[src/rtl/ntt_core_sequencer.sv]
// Frame sequencer for simple_ntt_core: loads 4 coefficients, steps the core index,
// captures each delayed core result and streams the 4 results out with a last flag.
module ntt_core_sequencer #(
  parameter int DATA_WIDTH   = 32,
  parameter int CORE_LATENCY = 1,
  parameter int INDEX_WIDTH  = 2
) (
  input  logic                   clk,
  input  logic                   reset,
  input  logic [DATA_WIDTH-1:0]  in_data,
  input  logic                   in_valid,
  output logic                   in_ready,
  output logic [DATA_WIDTH-1:0]  core_in0,
  output logic [DATA_WIDTH-1:0]  core_in1,
  output logic [DATA_WIDTH-1:0]  core_in2,
  output logic [DATA_WIDTH-1:0]  core_in3,
  output logic [INDEX_WIDTH-1:0] core_index,
  input  logic [DATA_WIDTH-1:0]  core_out,
  output logic [DATA_WIDTH-1:0]  out_data,
  output logic                   out_valid,
  input  logic                   out_ready,
  output logic                   out_last,
  output logic                   busy
);

  typedef enum logic [1:0] {
    LOAD = 2'd0,
    RUN  = 2'd1,
    OUT  = 2'd2
  } state_t;

  localparam logic [INDEX_WIDTH-1:0] LAST_IDX = INDEX_WIDTH'(3);

  state_t                 state;
  state_t                 state_nxt;
  logic [1:0]             load_cnt;
  logic [1:0]             out_cnt;
  logic [INDEX_WIDTH-1:0] issue_cnt;
  logic                   issue_done;
  logic                   tag_vld [CORE_LATENCY];
  logic [INDEX_WIDTH-1:0] tag_idx [CORE_LATENCY];
  logic [DATA_WIDTH-1:0]  coef    [4];
  logic [DATA_WIDTH-1:0]  result  [4];

  logic in_fire;
  logic out_fire;
  logic capture;
  logic cap_last;

  assign in_fire  = (state == LOAD) && in_valid;
  assign out_fire = (state == OUT) && out_ready;
  assign capture  = (state == RUN) && tag_vld[CORE_LATENCY-1];
  assign cap_last = capture && (tag_idx[CORE_LATENCY-1] == LAST_IDX);

  assign in_ready   = (state == LOAD);
  assign busy       = (state != LOAD);
  assign out_valid  = (state == OUT);
  assign out_last   = (state == OUT) && (out_cnt == 2'd3);
  assign out_data   = (state == OUT) ? result[out_cnt] : '0;
  assign core_index = issue_cnt;
  assign core_in0   = coef[0];
  assign core_in1   = coef[1];
  assign core_in2   = coef[2];
  assign core_in3   = coef[3];

  always_ff @(posedge clk) begin
    if (reset) state <= LOAD;
    else       state <= state_nxt;
  end

  always_comb begin
    state_nxt = state;
    case (state)
      LOAD:    if (in_fire && (load_cnt == 2'd3)) state_nxt = RUN;
      RUN:     if (cap_last) state_nxt = OUT;
      OUT:     if (out_fire && (out_cnt == 2'd3)) state_nxt = LOAD;
      default: state_nxt = LOAD;
    endcase
  end

  // Tags shadow the core pipeline so each core_out lands in the slot of the index that produced it.
  always_ff @(posedge clk) begin
    if (reset) begin
      load_cnt   <= '0;
      out_cnt    <= '0;
      issue_cnt  <= '0;
      issue_done <= 1'b0;
      for (int k = 0; k < CORE_LATENCY; k++) begin
        tag_vld[k] <= 1'b0;
        tag_idx[k] <= '0;
      end
      for (int i = 0; i < 4; i++) begin
        coef[i]   <= '0;
        result[i] <= '0;
      end
    end else begin
      if (in_fire) begin
        coef[load_cnt] <= in_data;
        load_cnt       <= load_cnt + 2'd1;
      end
      if (state == RUN) begin
        tag_vld[0] <= !issue_done;
        tag_idx[0] <= issue_cnt;
        for (int k = 1; k < CORE_LATENCY; k++) begin
          tag_vld[k] <= tag_vld[k-1];
          tag_idx[k] <= tag_idx[k-1];
        end
        if (!issue_done) begin
          if (issue_cnt == LAST_IDX) issue_done <= 1'b1;
          else                       issue_cnt  <= issue_cnt + INDEX_WIDTH'(1);
        end
        if (capture) result[tag_idx[CORE_LATENCY-1]] <= core_out;
        if (cap_last) begin
          issue_cnt  <= '0;
          issue_done <= 1'b0;
        end
      end
      if (out_fire) out_cnt <= out_cnt + 2'd1;
    end
  end

endmodule

[config.mk]
export PLATFORM = sky130hd
export DESIGN_NAME = ntt_core_sequencer
export DESIGN_NICKNAME = d
export VERILOG_FILES = /design/src/rtl/ntt_core_sequencer.sv
export SDC_FILE = /design/constraint.sdc
export NUM_CORES = 1
export LEC_CHECK = 0
export ABC_AREA = 1
export CORE_MARGIN = 4
export CORE_UTILIZATION = 46
export DETAILED_ROUTE_END_ITERATION = 7
export HOLD_SLACK_MARGIN = 0.15
export PLACE_DENSITY = 0.81
export RECOVER_POWER = 25
export SLEW_MARGIN = 20
export SYNTH_ARGS = -nofsm -noshare
export SYNTH_HDL_FRONTEND = slang
export SYNTH_SLANG_ARGS = --single-unit
[constraint.sdc]
create_clock -name clk -period 2.75 [get_ports clk]
set_input_delay 0.55 -clock clk [delete_from_list [all_inputs] [get_ports clk]]
set_output_delay 0.55 -clock clk [all_outputs]
set_load 0.1 [all_outputs]
==> results.json <==
{
  "wire_per_inst_um": 17.7,
  "reg2reg_slack_ps": 590,
  "drt-met1-wl_mm": 10.1,
  "place_ws_ps": 390,
  "wl_met3_mm": 3.70,
  "post_dp_cell_area_sq_mm": 0.0143,
  "setup_slack_ps": 71.7,
  "start_util_pct": 47.3,
  "grt_pass1_wl_mm": 44.9,
  "clkPwrFrac_pct": 36.6,
  "internal_power_mw": 7.24,
  "antenna_found_initial": 1,
  "die_x_um": 164,
  "grt_pass1_vias": 8305,
  "synth-seq-area-share_pct": 71.2,
  "fillers": 1750,
  "drt_wl_total_mm": 28.8,
  "coreArea_sq_mm": 0.0238,
  "grt_max_degree": 65,
  "tritoncts": "done",
  "cts_hold_buf": 0,
  "cts_max_level": 1,
  "grt-ovfl-total": 0,
  "nets": 1353,
  "finalMaxSlewViolations": 0,
  "status": "complete, no violations",
  "peakVddDrop_mv": 0.706,
  "fin_util_pct": 63.8,
  "synth_seq_cells": 270,
  "cts_buffers": 28,
  "drc": 0,
  "drtAntennaViolNets": 0,
  "p_per_area_mw_per_mm2": 674,
  "cap_viol_max_count": 0,
  "synthTopCellsByArea": "edfxtp_1 69%, nor2_1 8.8%, nand2_1 7.2%, inv_1 4.8%, dfxtp_1 2.0%",
  "hpwl_mm": 18.8,
  "die_h_um": 164,
  "post-route-period-util_pct": 97.4,
  "syn_nets": 1111,
  "yosysTopAreaCellShare_pct": 69.3,
  "syn_area_sq_mm": 0.0112,
  "period_minus_slack_ps": 2680,
  "syn2layout_area_growth_pct": 35.0,
  "clock_latency_ps": 530,
  "place_inst": 1571,
  "crit_path_end_kind": "output pin",
  "diodes": 0,
  "finClkSkew_ps": 9.75,
  "p_switching_mw": 2.98,
  "worst_pin_slew_ps": 1110,
  "setup_tns_ps": 0,
  "track_usage_pct": 21.4,
  "async_reset_ff_share_pct": 0,
  "synth_warnings": 0,
  "wl_met2_mm": 14.4,
  "ios": 234,
  "startpoint_type": "register",
  "finalHoldWorstSlack_ps": 468,
  "root_buffer": "clkbuf_16",
  "ys.flop_type": "edfxtp_1",
  "drtIter0Drc": 550,
  "leakage_nw": 6.45,
  "synth-edff-count": 259,
  "worstPathArrival_ps": 2130,
  "power_frac_seq_pct": 46.9,
  "vias": 7964,
  "fin_area_sq_mm": 0.0152,
  "combPwrFrac_pct": 16.6,
  "ys_top_cells_by_count": "264 x nor2_1, 259 x edfxtp_1, 216 x nand2_1",
  "setup_viol": 0,
  "routabilityCongestion": 0.833,
  "slew_headroom_pct": 25.9,
  "hold_path.class": "register to register",
  "critPathKind": "register to output pin",
  "clock-sinks": 270,
  "total_power_mw": 10.2,
  "num_rows": 56,
  "drt_pass1_iterations": 7,
  "synth_cells": 1040,
  "viasPerCell": 4.91,
  "finalHoldViolCount": 0,
  "clkTransAtPathRegs_ps": 60,
  "synth_cell_types": 20,
  "post-synth-top-count-cell": "nor2_1",
  "top_layer": "met5",
  "final_cells": 1623,
  "clockBufferDepth": 3,
  "avgSynthCellArea_sq_um": 10.8,
  "synth_top_cell_by_area": "edfxtp_1",
  "switching_share_pct": 29.2,
  "cp.required_ps": 2200,
  "rsz0062_at_grt": "yes",
  "drive_above_1_share_pct": 21.2,
  "die_area_sq_mm": 0.0270,
  "worstPathMaxFanout": 37,
  "portBuffers": 233,
  "fmax_ghz": 0.373
}
==> worst paths after layout <==
path	start	end	cells after the start
worst min register to register	issue_done	issue_done	2
worst max register to register	state[0]	result[3][15]	5
worst min-delay path	issue_done	issue_done	2
worst max-delay path	register	out_data[11]	7
==> worst max-delay path, cell delays in order, from the launching register on <==
cell and delay (ps):
dfxtp_2 330, inv_4 290, buf_4 320, nand2_1 90, nand2_1 80, nand2_1 100
a21oi_4 180, buf_12 190
==> cell type report <==
class	instances	area, sq um	area share, %
clock inverter	13	138	0.908
multi-input combinational	576	2700	17.8
tap	319	399	2.63
sequential	270	8000	52.7
timing repair buffer	259	2590	17.1
inverter	147	557	3.67
clock buffer	39	783	5.16
==> metal layers <==
layer / GRT usage (%) / vias up
met5: 0 / -
met4: 4.80 / 2
met3: 9.31 / 42
met2: 37.5 / 367
met1: 24.2 / 3758
li1: - / 3795
==> logic make-up (layout without fill, tap and decap cells) <==
logic type	Yosys count	after routing	share of synthesized area, %
AOI/OAI and AO/OA	43	43	1.92
adders and majority gates	3	3	0.334
buffers and inverters	194	458	7.65
DFF	270	270	71.2
and+or+nand+nor	530	530	18.9
==> repair_timing <==
item / CTS / global route
resized for setup: 2 / 3
pin swaps: 0 / 0
setup endpoints to repair: 14 / 13
setup buffers: 0 / 0
==> sequential cells by signal (all words and copies together) (netlist names), named ones only <==
register / cells
tag_vld: 1
out_cnt: 2
core_index: 2
issue_done: 1
coef: 128
tag_idx: 2
state: 2
load_cnt: 2
result: 128
==> cell usage in the layout (no fill, tap or decap) <==
master and n:
clkbuf_8 3, inv_6 1, clkbuf_1 11, clkinvlp_4 2, dlygate4sd3_1 1, a21oi_1 10
clkinv_1 2, nand2_1 217, clkbuf_2 5, clkinv_2 5, clkbuf_16 29, nor2_1 264
a21oi_2 1, dfxtp_2 1, nand3_4 2, dfxtp_1 10, inv_4 2, nor2_2 1
clkinv_4 1, o21ai_0 4, buf_4 143, clkdlybuf4s50_1 66, buf_12 40, nand3_2 4
nor2_4 4, a21oi_4 28, bufinv_16 2, inv_1 143, inv_2 1, nand2_2 1
ha_1 3, clkinv_8 1, edfxtp_1 259, nand3_1 37
==> power by group through the flow <==
stage	logic (mW)	clock network, mW	registers, mW
final	1.69	3.74	4.79
after global routing	1.76	3.97	4.81
after CTS	1.71	3.78	4.80
after detailed placement	1.71	0	4.88
after global placement	1.69	0	4.87
after floorplan	0.238	0	5.87
Power figures use the tool's default switching activity.
